===== src/rtl/adder_share_arbiter_pkg.sv =====
// Shared constants, state encoding and ID-width derivation for the adder-sharing arbiter.
package adder_share_arbiter_pkg;

    localparam int unsigned CsaWidth    = 32;
    localparam int unsigned DefaultNreq = 4;

    // A single requester still needs a 1-bit ID field.
    function automatic int unsigned idw_of(input int unsigned nreq);
        return (nreq > 1) ? $clog2(nreq) : 1;
    endfunction

    typedef enum logic [1:0] {
        StIdle = 2'd0,
        StLo   = 2'd1,
        StHi   = 2'd2,
        StResp = 2'd3
    } state_e;

endpackage


===== src/rtl/adder_share_arbiter_csa32.sv =====
// 32-bit carry-select adder: 16-bit low half ripples, high half is precomputed for both carries.
module CSA32 (
    input  logic [31:0] a_i,
    input  logic [31:0] b_i,
    input  logic        cin_i,
    output logic [31:0] sum_o,
    output logic        cout_o
);

    logic [16:0] lo;
    logic [16:0] hi0;
    logic [16:0] hi1;

    always_comb begin
        lo  = 17'(a_i[15:0]) + 17'(b_i[15:0]) + 17'(cin_i);
        hi0 = 17'(a_i[31:16]) + 17'(b_i[31:16]);
        hi1 = 17'(a_i[31:16]) + 17'(b_i[31:16]) + 17'd1;
        sum_o[15:0] = lo[15:0];
        if (lo[16]) begin
            sum_o[31:16] = hi1[15:0];
            cout_o       = hi1[16];
        end else begin
            sum_o[31:16] = hi0[15:0];
            cout_o       = hi0[16];
        end
    end

endmodule


===== src/rtl/adder_share_arbiter_rr_pick.sv =====
// Round-robin picker: first valid requester at or above ptr_i, wrapping mod NREQ.
module rr_pick #(
    parameter int unsigned NREQ = 4,
    parameter int unsigned IDW  = 2
) (
    input  logic [NREQ-1:0] valid_i,
    input  logic [IDW-1:0]  ptr_i,
    output logic [NREQ-1:0] grant_o,
    output logic [IDW-1:0]  idx_o,
    output logic            any_o
);

    int unsigned j;

    always_comb begin
        grant_o = '0;
        idx_o   = '0;
        any_o   = 1'b0;
        j       = 0;
        for (int unsigned i = 0; i < NREQ; i++) begin
            j = 32'(ptr_i) + i;
            if (j >= NREQ) begin
                j = j - NREQ;
            end
            if (!any_o && valid_i[j]) begin
                any_o      = 1'b1;
                grant_o[j] = 1'b1;
                idx_o      = IDW'(j);
            end
        end
    end

endmodule


===== src/rtl/adder_share_arbiter.sv =====
// Shares one CSA32 between NREQ requesters; 64-bit adds take two passes with the carry chained.
module adder_share_arbiter
    import adder_share_arbiter_pkg::*;
#(
    parameter int unsigned NREQ = DefaultNreq,
    parameter int unsigned W    = CsaWidth,
    parameter int unsigned IDW  = idw_of(NREQ)
) (
    input  logic                clk,
    input  logic                rst_n,
    input  logic [NREQ-1:0]     req_valid,
    output logic [NREQ-1:0]     req_ready,
    input  logic [NREQ*2*W-1:0] req_a,
    input  logic [NREQ*2*W-1:0] req_b,
    input  logic [NREQ-1:0]     req_cin,
    input  logic [NREQ-1:0]     req_wide,
    output logic                resp_valid,
    input  logic                resp_ready,
    output logic [IDW-1:0]      resp_id,
    output logic [2*W-1:0]      resp_sum,
    output logic                resp_cout,
    output logic                busy
);

    state_e         state_q, state_d;
    logic [IDW-1:0] rr_ptr_q, rr_ptr_d;
    logic [IDW-1:0] id_q, id_d;
    logic [2*W-1:0] a_q, a_d;
    logic [2*W-1:0] b_q, b_d;
    logic [2*W-1:0] sum_q, sum_d;
    logic           cin_q, cin_d;
    logic           wide_q, wide_d;
    logic           carry_q, carry_d;
    logic           cout_q, cout_d;

    logic [NREQ-1:0] grant;
    logic [IDW-1:0]  grant_idx;
    logic            grant_any;

    logic [W-1:0] add_a, add_b, add_sum;
    logic         add_cin, add_cout;

    rr_pick #(
        .NREQ (NREQ),
        .IDW  (IDW)
    ) u_rr_pick (
        .valid_i (req_valid),
        .ptr_i   (rr_ptr_q),
        .grant_o (grant),
        .idx_o   (grant_idx),
        .any_o   (grant_any)
    );

    CSA32 u_csa32 (
        .a_i    (add_a),
        .b_i    (add_b),
        .cin_i  (add_cin),
        .sum_o  (add_sum),
        .cout_o (add_cout)
    );

    always_comb begin
        state_d   = state_q;
        rr_ptr_d  = rr_ptr_q;
        id_d      = id_q;
        a_d       = a_q;
        b_d       = b_q;
        sum_d     = sum_q;
        cin_d     = cin_q;
        wide_d    = wide_q;
        carry_d   = carry_q;
        cout_d    = cout_q;
        req_ready = '0;
        // Adder operands idle at zero outside LO/HI to keep it from toggling.
        add_a     = '0;
        add_b     = '0;
        add_cin   = 1'b0;

        unique case (state_q)
            StIdle: begin
                if (grant_any) begin
                    req_ready = grant;
                    a_d       = req_a[int'(grant_idx)*2*W +: 2*W];
                    b_d       = req_b[int'(grant_idx)*2*W +: 2*W];
                    cin_d     = req_cin[grant_idx];
                    wide_d    = req_wide[grant_idx];
                    id_d      = grant_idx;
                    state_d   = StLo;
                end
            end
            StLo: begin
                add_a          = a_q[W-1:0];
                add_b          = b_q[W-1:0];
                add_cin        = cin_q;
                sum_d[W-1:0]   = add_sum;
                carry_d        = add_cout;
                if (wide_q) begin
                    state_d = StHi;
                end else begin
                    sum_d[2*W-1:W] = '0;
                    cout_d         = add_cout;
                    state_d        = StResp;
                end
            end
            StHi: begin
                add_a          = a_q[2*W-1:W];
                add_b          = b_q[2*W-1:W];
                add_cin        = carry_q;
                sum_d[2*W-1:W] = add_sum;
                cout_d         = add_cout;
                state_d        = StResp;
            end
            StResp: begin
                if (resp_ready) begin
                    state_d  = StIdle;
                    rr_ptr_d = (id_q == IDW'(NREQ - 1)) ? '0 : id_q + 1'b1;
                end
            end
            default: state_d = StIdle;
        endcase
    end

    always_ff @(posedge clk or negedge rst_n) begin
        if (!rst_n) begin
            state_q  <= StIdle;
            rr_ptr_q <= '0;
            id_q     <= '0;
            a_q      <= '0;
            b_q      <= '0;
            sum_q    <= '0;
            cin_q    <= 1'b0;
            wide_q   <= 1'b0;
            carry_q  <= 1'b0;
            cout_q   <= 1'b0;
        end else begin
            state_q  <= state_d;
            rr_ptr_q <= rr_ptr_d;
            id_q     <= id_d;
            a_q      <= a_d;
            b_q      <= b_d;
            sum_q    <= sum_d;
            cin_q    <= cin_d;
            wide_q   <= wide_d;
            carry_q  <= carry_d;
            cout_q   <= cout_d;
        end
    end

    assign resp_valid = (state_q == StResp);
    assign busy       = (state_q != StIdle);
    assign resp_id    = id_q;
    assign resp_sum   = sum_q;
    assign resp_cout  = cout_q;

endmodule

===== config.mk =====
export PLATFORM = sky130hd
export DESIGN_NAME = adder_share_arbiter
export DESIGN_NICKNAME = d
export VERILOG_FILES = /design/src/rtl/adder_share_arbiter_pkg.sv /design/src/rtl/adder_share_arbiter_csa32.sv /design/src/rtl/adder_share_arbiter_rr_pick.sv /design/src/rtl/adder_share_arbiter.sv
export SDC_FILE = /design/constraint.sdc
export NUM_CORES = 1
export LEC_CHECK = 0
export BUFFER_PORTS_ARGS = -buffer_cell sky130_fd_sc_hd__buf_2
export CORE_AREA = 8 8 228 230
export CTS_BUF_LIST = sky130_fd_sc_hd__clkbuf_8 sky130_fd_sc_hd__clkbuf_16
export DETAILED_ROUTE_END_ITERATION = 8
export DIE_AREA = 0 0 236 238
export SYNTH_ARGS = -nofsm -noshare
export SYNTH_HDL_FRONTEND = slang
export SYNTH_SLANG_ARGS = --single-unit
export TNS_END_PERCENT = 30

===== constraint.sdc =====
create_clock -name clk -period 4.4 [get_ports clk]
set_clock_uncertainty 0.05 [all_clocks]
set_input_delay 0.44 -clock clk [delete_from_list [all_inputs] [get_ports clk]]
set_output_delay 0.44 -clock clk [all_outputs]
set_load 0.005 [all_outputs]

Word-level counts from Yosys, hierarchy flattened. Cells that the tools add are included.

Output and inout port bits: 73. Bits in registers: 202. Input port bits: 527.

Shift operators: 2. Reductions and logical operators: 17. $lt $le $gt $ge: 13. Eq/ne operators: 7. $add $sub $neg: 12. Bitwise logic cells: 3. Mux-type cells: 52.

Operators with widths (count): variable part select 256 x 9 -> 64 bit (2); case mux 32 bit (2 select lines) (3); two-way mux 32 bit (5); >= comparator 32 x 1 -> 1 bit (second input constant) (4); < comparator 32 x 3 -> 1 bit (second input constant) (4); >= comparator 32 x 3 -> 1 bit (second input constant) (3); subtractor 32 x 3 -> 32 bit (second input constant) (3); adder 16 x 16 -> 17 bit (2); two-way mux 4 bit (6); adder 17 x 1 -> 17 bit (1); adder 17 x 1 -> 17 bit (second input constant) (1); two-way mux 1 bit (17); two-way mux 16 bit (1); two-way mux 2 bit (7); binary-select mux 1 bit (select 2 bit) (6); OR 4 bit (3); demux 1 bit (select 2 bit) (4); case mux 2 bit (4 select lines) (1); AND reduction 2 bit (4); logical AND 1 bit (7); adder 2 x 2 -> 3 bit (second input constant) (2); equality test 2 bit (second input constant) (3); inequality test 2 bit (second input constant) (2); case mux 1 bit (2 select lines) (2); other kinds (10) (13).

Logic depth before layout (Yosys ltp).
Word-level depth: 16. Mapped depth: 18. Gate-level depth less buffers: 15.

Hierarchy. Synthesis repeated with hierarchy kept, for this count alone.

Cell total of the unflattened synthesis: 1423. Area, all modules: 14915.6 µm².

Modules (own cells, without submodules): adder_share_arbiter (area each 12535.8 µm², cells an instance 1121, times used 1); CSA32 (area each 1920.6 µm², cells an instance 254, times used 1); rr_pick (area each 459.2 µm², cells an instance 48, times used 1).

Least setup slack after synthesis. Ideal clock, no wire load.

Kind: register to register. Start point: reg state_q[0]. End point: reg sum_q[21] (netlist: resp_sum[21]). Period minus slack after synthesis: 4366 ps. Slack: 34 ps. Library setup time: 125 ps. Arrival time: 4191 ps. Stages on the path, launching flop included: 18. Cell sequence: dfrtp_1 inv_1 ha_1 clkbuf_1 clkbuf_1 buf_1 a22o_1 nand2_1 fa_1 fa_1 nand2b_1 a21oi_1 o21ai_0 o21ai_1 a41oi_1 or3b_2 xnor2_1 mux2_2.

Longest elaborated chain between the ends: 5.

Ends and longest elaborated chain: start, declared (line adder_share_arbiter.sv:25) `state_e state_q, state_d;`; start signal, assigned (line adder_share_arbiter.sv:125) `state_q <= StIdle;`; start signal, assigned (line adder_share_arbiter.sv:136) `state_q <= state_d;`; equality test 2 bit or equality test 2 x 1 -> 1 bit (tied branches) (line adder_share_arbiter.sv:79) `unique case (state_q)`; case mux 32 bit (2 select lines) (line adder_share_arbiter.sv:79); adder 16 x 16 -> 17 bit (on tied branches) (line adder_share_arbiter_csa32.sv:16, adder_share_arbiter_csa32.sv:17, adder_share_arbiter_csa32.sv:15); adder 17 x 1 -> 17 bit (on tied branches) (line adder_share_arbiter_csa32.sv:17, adder_share_arbiter_csa32.sv:15); two-way mux 16 bit (line adder_share_arbiter_csa32.sv:19) `if (lo[16]) begin`; end signal, assigned (line adder_share_arbiter.sv:141) `sum_q <= sum_d;`; end, declared (line adder_share_arbiter.sv:30) `logic [2*W-1:0] sum_q, sum_d;`.

Parallel ways exist; a longest one is shown, timed or not. A chain may end at the register's enable or synchronous reset.

Final worst setup path.
Start point: reg state_q[1]. End point: reg carry_q.

Longest elaborated chain between the ends: 5.

Ends and longest elaborated chain: equality test 2 bit or equality test 2 x 1 -> 1 bit (tied branches) (line adder_share_arbiter.sv:79); case mux 32 bit (2 select lines) (line adder_share_arbiter.sv:79); adder 16 x 16 -> 17 bit (on tied branches) (line adder_share_arbiter_csa32.sv:16, adder_share_arbiter_csa32.sv:17, adder_share_arbiter_csa32.sv:15); adder 17 x 1 -> 17 bit (on tied branches) (line adder_share_arbiter_csa32.sv:17, adder_share_arbiter_csa32.sv:15); two-way mux 1 bit (line adder_share_arbiter_csa32.sv:19); end signal, assigned (line adder_share_arbiter.sv:144) `carry_q <= carry_d;`; end, declared (line adder_share_arbiter.sv:33) `logic carry_q, carry_d;`.

Parallel ways exist; a longest one is shown, timed or not.

==> run summary <==
• completed — result of the run
• 4.52 ns — critical path data arrival time
• 16550 — number of global-route vias before repair
• 5 — number of antenna violations at the first check in global routing
• 782.6 mW/mm^2 — power density normalized to cell area
• sky130_fd_sc_hd__dfrtp_1, sky130_fd_sc_hd__nand2_1, sky130_fd_sc_hd__o31ai_1, sky130_fd_sc_hd__a211oi_1, sky130_fd_sc_hd__and2_1 — leading cell types by total area after synthesis
• 1113 — Starting DRT DRC Count
• 0 — number of enable-type register cells in the synthesized netlist
• 0 — setup-violating endpoint count in the final report
• 13.5% — fraction of power consumed by the clock network
• 0 — final number of hold-violating endpoints
• -0.001696 ns — worst slack at placement
• 0.8610 — final estimated routing congestion in global placement
• 94.37% — fin crit share
• sky130_fd_sc_hd__clkbuf_16 — CTS root buf
• 63870 um — detailed-route wire length
• 0.54 ns — clock latency on the worst-skew pair
• sky130_fd_sc_hd__dfrtp_1 — Most used DFF post-synth
• 33.49% — top cell type's share of synthesized area
• 30.90% — P&R area growth vs syn
• 81 — Yosys cell types
• 4.152 ns — final worst path period need
• 2452 — Post-Syn Nets
• 0.4195 mV — maximum ir drop on the vdd rail
• 24 — Inserted Clock Buffers
• 21.02 um — per-cell routed wire length
• 8.025 um^2 — Post-Syn Area per Cell
• 2988 — number of instances in the placed design
• 0 — max-slew violation count
• 23.1% — Reg power frac
• 111 — largest net degree at the start of global routing
• 2968 — Total Nets Final
• 0 — remaining number of nets flagged by the antenna check after routing
• 63.4% — share of total power in combinational logic
• 51830 um — Final HPWL DP
• 600 — total I/O pin count
• carry_q$_DFFE_PN0N_ — FF-to-FF End
• 0.2479 ns — setup slack of the critical path after layout
• 40.22% — tightest slew margin relative to the limit
• sky130_fd_sc_hd__buf_2 — most common cell after layout, fill and taps aside
• 5.337 — drt via density
• flip-flop — CP Capture Type
• 0 — DR DRC count
• flip-flop to flip-flop — type of the worst setup path
• 100.0% — fraction of synthesis flops using an asynchronous set or reset pin
• 238 um — Die Ht
• 202 — # clock sinks
• 202 — flip-flop and latch count after synthesis
• 3039 — non-filler cells in the finished layout
• 0 — Overflow after GRT
• 1 — H-tree lvl count
• 30.90% — layout cells sized above 1
• 599 — number of port buffers
• 19 — CP max FO
• 81 — number of core rows
• 0.01510 mm^2 — Synth Cell Area
• 31.23% — starting utilization of the core area
• 7557 uW — total net switching power
• 33.49% — share of synthesized area occupied by flip-flops and latches
• 0 — max-capacitance violation count
• state_q[1]$_DFFE_PN0P_ — crit path launch
• sky130_fd_sc_hd__buf_2, sky130_fd_sc_hd__nand2_1, sky130_fd_sc_hd__dfrtp_1 — leading cell types in the layout, fill and taps excluded
• 1881 — post-synthesis instance total
• 0.05617 mm^2 — Die Area
• 0.25 ns — setup slack of the most critical reg-to-reg path
• 0.009799 uW — Lkg Pwr
• 0.07 ns — Clk pin slew, worst setup/hold paths
• sky130_fd_sc_hd__dfrtp_1 — area leader, netlist
• 7908 uW — P_int
• 0.8947 ns — Worst Max-Slew Pin Slew
• flip-flop — Critical Path Source Type
• 236 um — width of the die
• 0.04834 mm^2 — area inside the core boundary
• built — clock tree from TritonCTS
• 0 — Synth Warn #
• 14 — depth of the worst register-to-register path
• 3 — clock buffer depth
• 48.86% — switching power as a share of total power
• 96540 um — global-route wire length before repair
• 5 — Pre-antenna DRT Iters
• input pin to flip-flop — type of the tightest min-delay check
• 21.51% — gr usage total
• 4.76 ns — Req. time, crit path
• 240.8 MHz — top achievable clock speed
• state_q[1]$_DFFE_PN0P_ — launching point of the worst reg2reg path
• carry_q$_DFFE_PN0N_ — end point of the critical path
• 16220 — count of vias placed by the detailed router
[per-stage QoR]
step	cell area [um^2]	utilization (%)	total power (uW)	hold WS, ns	setup TNS (ns)
4_1_cts	19650	40.65	15490	0.1667	0
5_1_grt	19760	40.87	16760	0.2041	-0.02897
3_5_place_dp	18810	38.92	13330	0.4181	-0.001696
6_report	19760	40.88	15470	0.2169	0
2_1_floorplan	15100	-	9846	0.09441	0
3_3_place_gp	18810	38.92	13200	0.4134	0
[repair_timing]
item / CTS / global route
pin swaps: 0 / 4
hold endpoints to repair: 95 / 0
resized for setup: 1 / 14
buffers inserted: 0 / 4
cloned: 0 / 0
hold buffers: 1 / 0
setup endpoints to repair: 1 / 23
[how the worst min path moves through the flow]
stage / from / endpoint / cells after the start
6_report: resp_ready / rr_ptr_q[0]$_DFFE_PN0P_ / 3
3_5_place_dp: b_q[35]$_DFFE_PN0P_ / b_q[35]$_DFFE_PN0P_ / 2
5_1_grt: resp_ready / rr_ptr_q[0]$_DFFE_PN0P_ / 3
4_1_cts: resp_ready / rr_ptr_q[0]$_DFFE_PN0P_ / 3
2_1_floorplan: rst_n / a_q[0]$_DFFE_PN0P_ / 0
3_3_place_gp: b_q[35]$_DFFE_PN0P_ / b_q[35]$_DFFE_PN0P_ / 2
[power groups by stage]
stage,clock (uW),combinational [uW],sequential [uW]
4_1_cts,2150,9770,3580
5_1_grt,2210,10900,3670
3_5_place_dp,0,9730,3600
2_1_floorplan,0,6700,3150
3_3_place_gp,0,9580,3620
6_report,2090,9810,3570
[cell usage after synthesis, types with 3 or more instances]
| cell type | n |
|---|---|
| sky130_fd_sc_hd__buf_2 | 47 |
| sky130_fd_sc_hd__fa_1 | 3 |
| sky130_fd_sc_hd__ha_1 | 41 |
| sky130_fd_sc_hd__nand3_1 | 13 |
| sky130_fd_sc_hd__and2_1 | 137 |
| sky130_fd_sc_hd__a22oi_1 | 62 |
| sky130_fd_sc_hd__nor2b_1 | 67 |
| sky130_fd_sc_hd__o31ai_1 | 136 |
| sky130_fd_sc_hd__a21o_1 | 9 |
| sky130_fd_sc_hd__nand4_1 | 4 |
| sky130_fd_sc_hd__mux2i_1 | 6 |
| sky130_fd_sc_hd__or3_1 | 4 |
| sky130_fd_sc_hd__a31oi_1 | 4 |
| sky130_fd_sc_hd__a2111o_1 | 3 |
| sky130_fd_sc_hd__a31o_2 | 3 |
| sky130_fd_sc_hd__o21ai_1 | 5 |
| sky130_fd_sc_hd__o21a_1 | 11 |
| sky130_fd_sc_hd__o2111ai_1 | 3 |
| sky130_fd_sc_hd__clkbuf_1 | 107 |
| sky130_fd_sc_hd__a22o_1 | 19 |
| sky130_fd_sc_hd__a211o_1 | 6 |
| sky130_fd_sc_hd__xor2_1 | 10 |
| sky130_fd_sc_hd__a222oi_1 | 4 |
| sky130_fd_sc_hd__a211oi_1 | 134 |
| sky130_fd_sc_hd__mux2_2 | 22 |
| sky130_fd_sc_hd__nor3b_1 | 4 |
| sky130_fd_sc_hd__buf_1 | 5 |
| sky130_fd_sc_hd__xnor2_1 | 21 |
| sky130_fd_sc_hd__o211ai_1 | 7 |
| sky130_fd_sc_hd__and3_1 | 136 |
| sky130_fd_sc_hd__inv_1 | 20 |
| sky130_fd_sc_hd__nor2_1 | 45 |
| sky130_fd_sc_hd__o21ai_0 | 26 |
| sky130_fd_sc_hd__nand2b_1 | 4 |
| sky130_fd_sc_hd__dfrtp_1 | 202 |
| sky130_fd_sc_hd__or2_2 | 3 |
| sky130_fd_sc_hd__a21oi_1 | 40 |
| sky130_fd_sc_hd__nor3_1 | 9 |
| sky130_fd_sc_hd__nand2_1 | 446 |
| sky130_fd_sc_hd__o21bai_1 | 5 |
[layer usage]
metal	share of wire, %	global-route usage (%)	wire (um)	vias up
met1	45	28.77	28940	7827
met2	46	35.08	29610	530
met5	0	0	0	-
li1	-	-	-	7781
met3	5.8	4.638	3693	82
met4	2.5	5.388	1623	0
[cell families after synthesis]
kind of cell	count (synthesis)	share of synthesized area [%]
mux	28	2.039
xor+xnor	31	1.799
buf+inv	182	4.973
simple gates	884	28.62
flops	202	33.49
fa+ha+maj	44	3.796
compound gates	510	25.29
[registers in the layout (all words and copies together), names as in the netlist]
register and flops:
resp_id 2, rr_ptr_q 2, resp_cout 1, state_q 2
resp_sum 64, b_q 64, wide_q 1, cin_q 1
carry_q 1, a_q 64
[final cells by class]
type                    instances  area, um^2
repair buffers                651        3583
flip-flops and latches        202        5057
inverters                      21       78.83
clock buffers                  29       680.7
multi-input cells            1497        9429
fillers                      4929       28580
diodes                          3       7.507
well taps                     622       778.2
clock inverters                14       145.1
[worst max-delay path, cell delays in order, from the launching register on]
cell                        delay [ns]
sky130_fd_sc_hd__dfrtp_2          0.45
sky130_fd_sc_hd__inv_1            0.16
sky130_fd_sc_hd__ha_4             0.29
sky130_fd_sc_hd__buf_6            0.25
sky130_fd_sc_hd__a22oi_1          0.12
sky130_fd_sc_hd__nor2b_1          0.13
sky130_fd_sc_hd__ha_1             0.51
sky130_fd_sc_hd__a2111oi_4        0.09
sky130_fd_sc_hd__a21boi_0         0.16
sky130_fd_sc_hd__or3_1            0.38
sky130_fd_sc_hd__a22oi_1          0.20
sky130_fd_sc_hd__or4b_4           0.56
sky130_fd_sc_hd__nor4_4           0.37
sky130_fd_sc_hd__mux2i_1          0.22
sky130_fd_sc_hd__o21ai_1          0.09
Note: power is estimated with default switching activity, not from simulation.
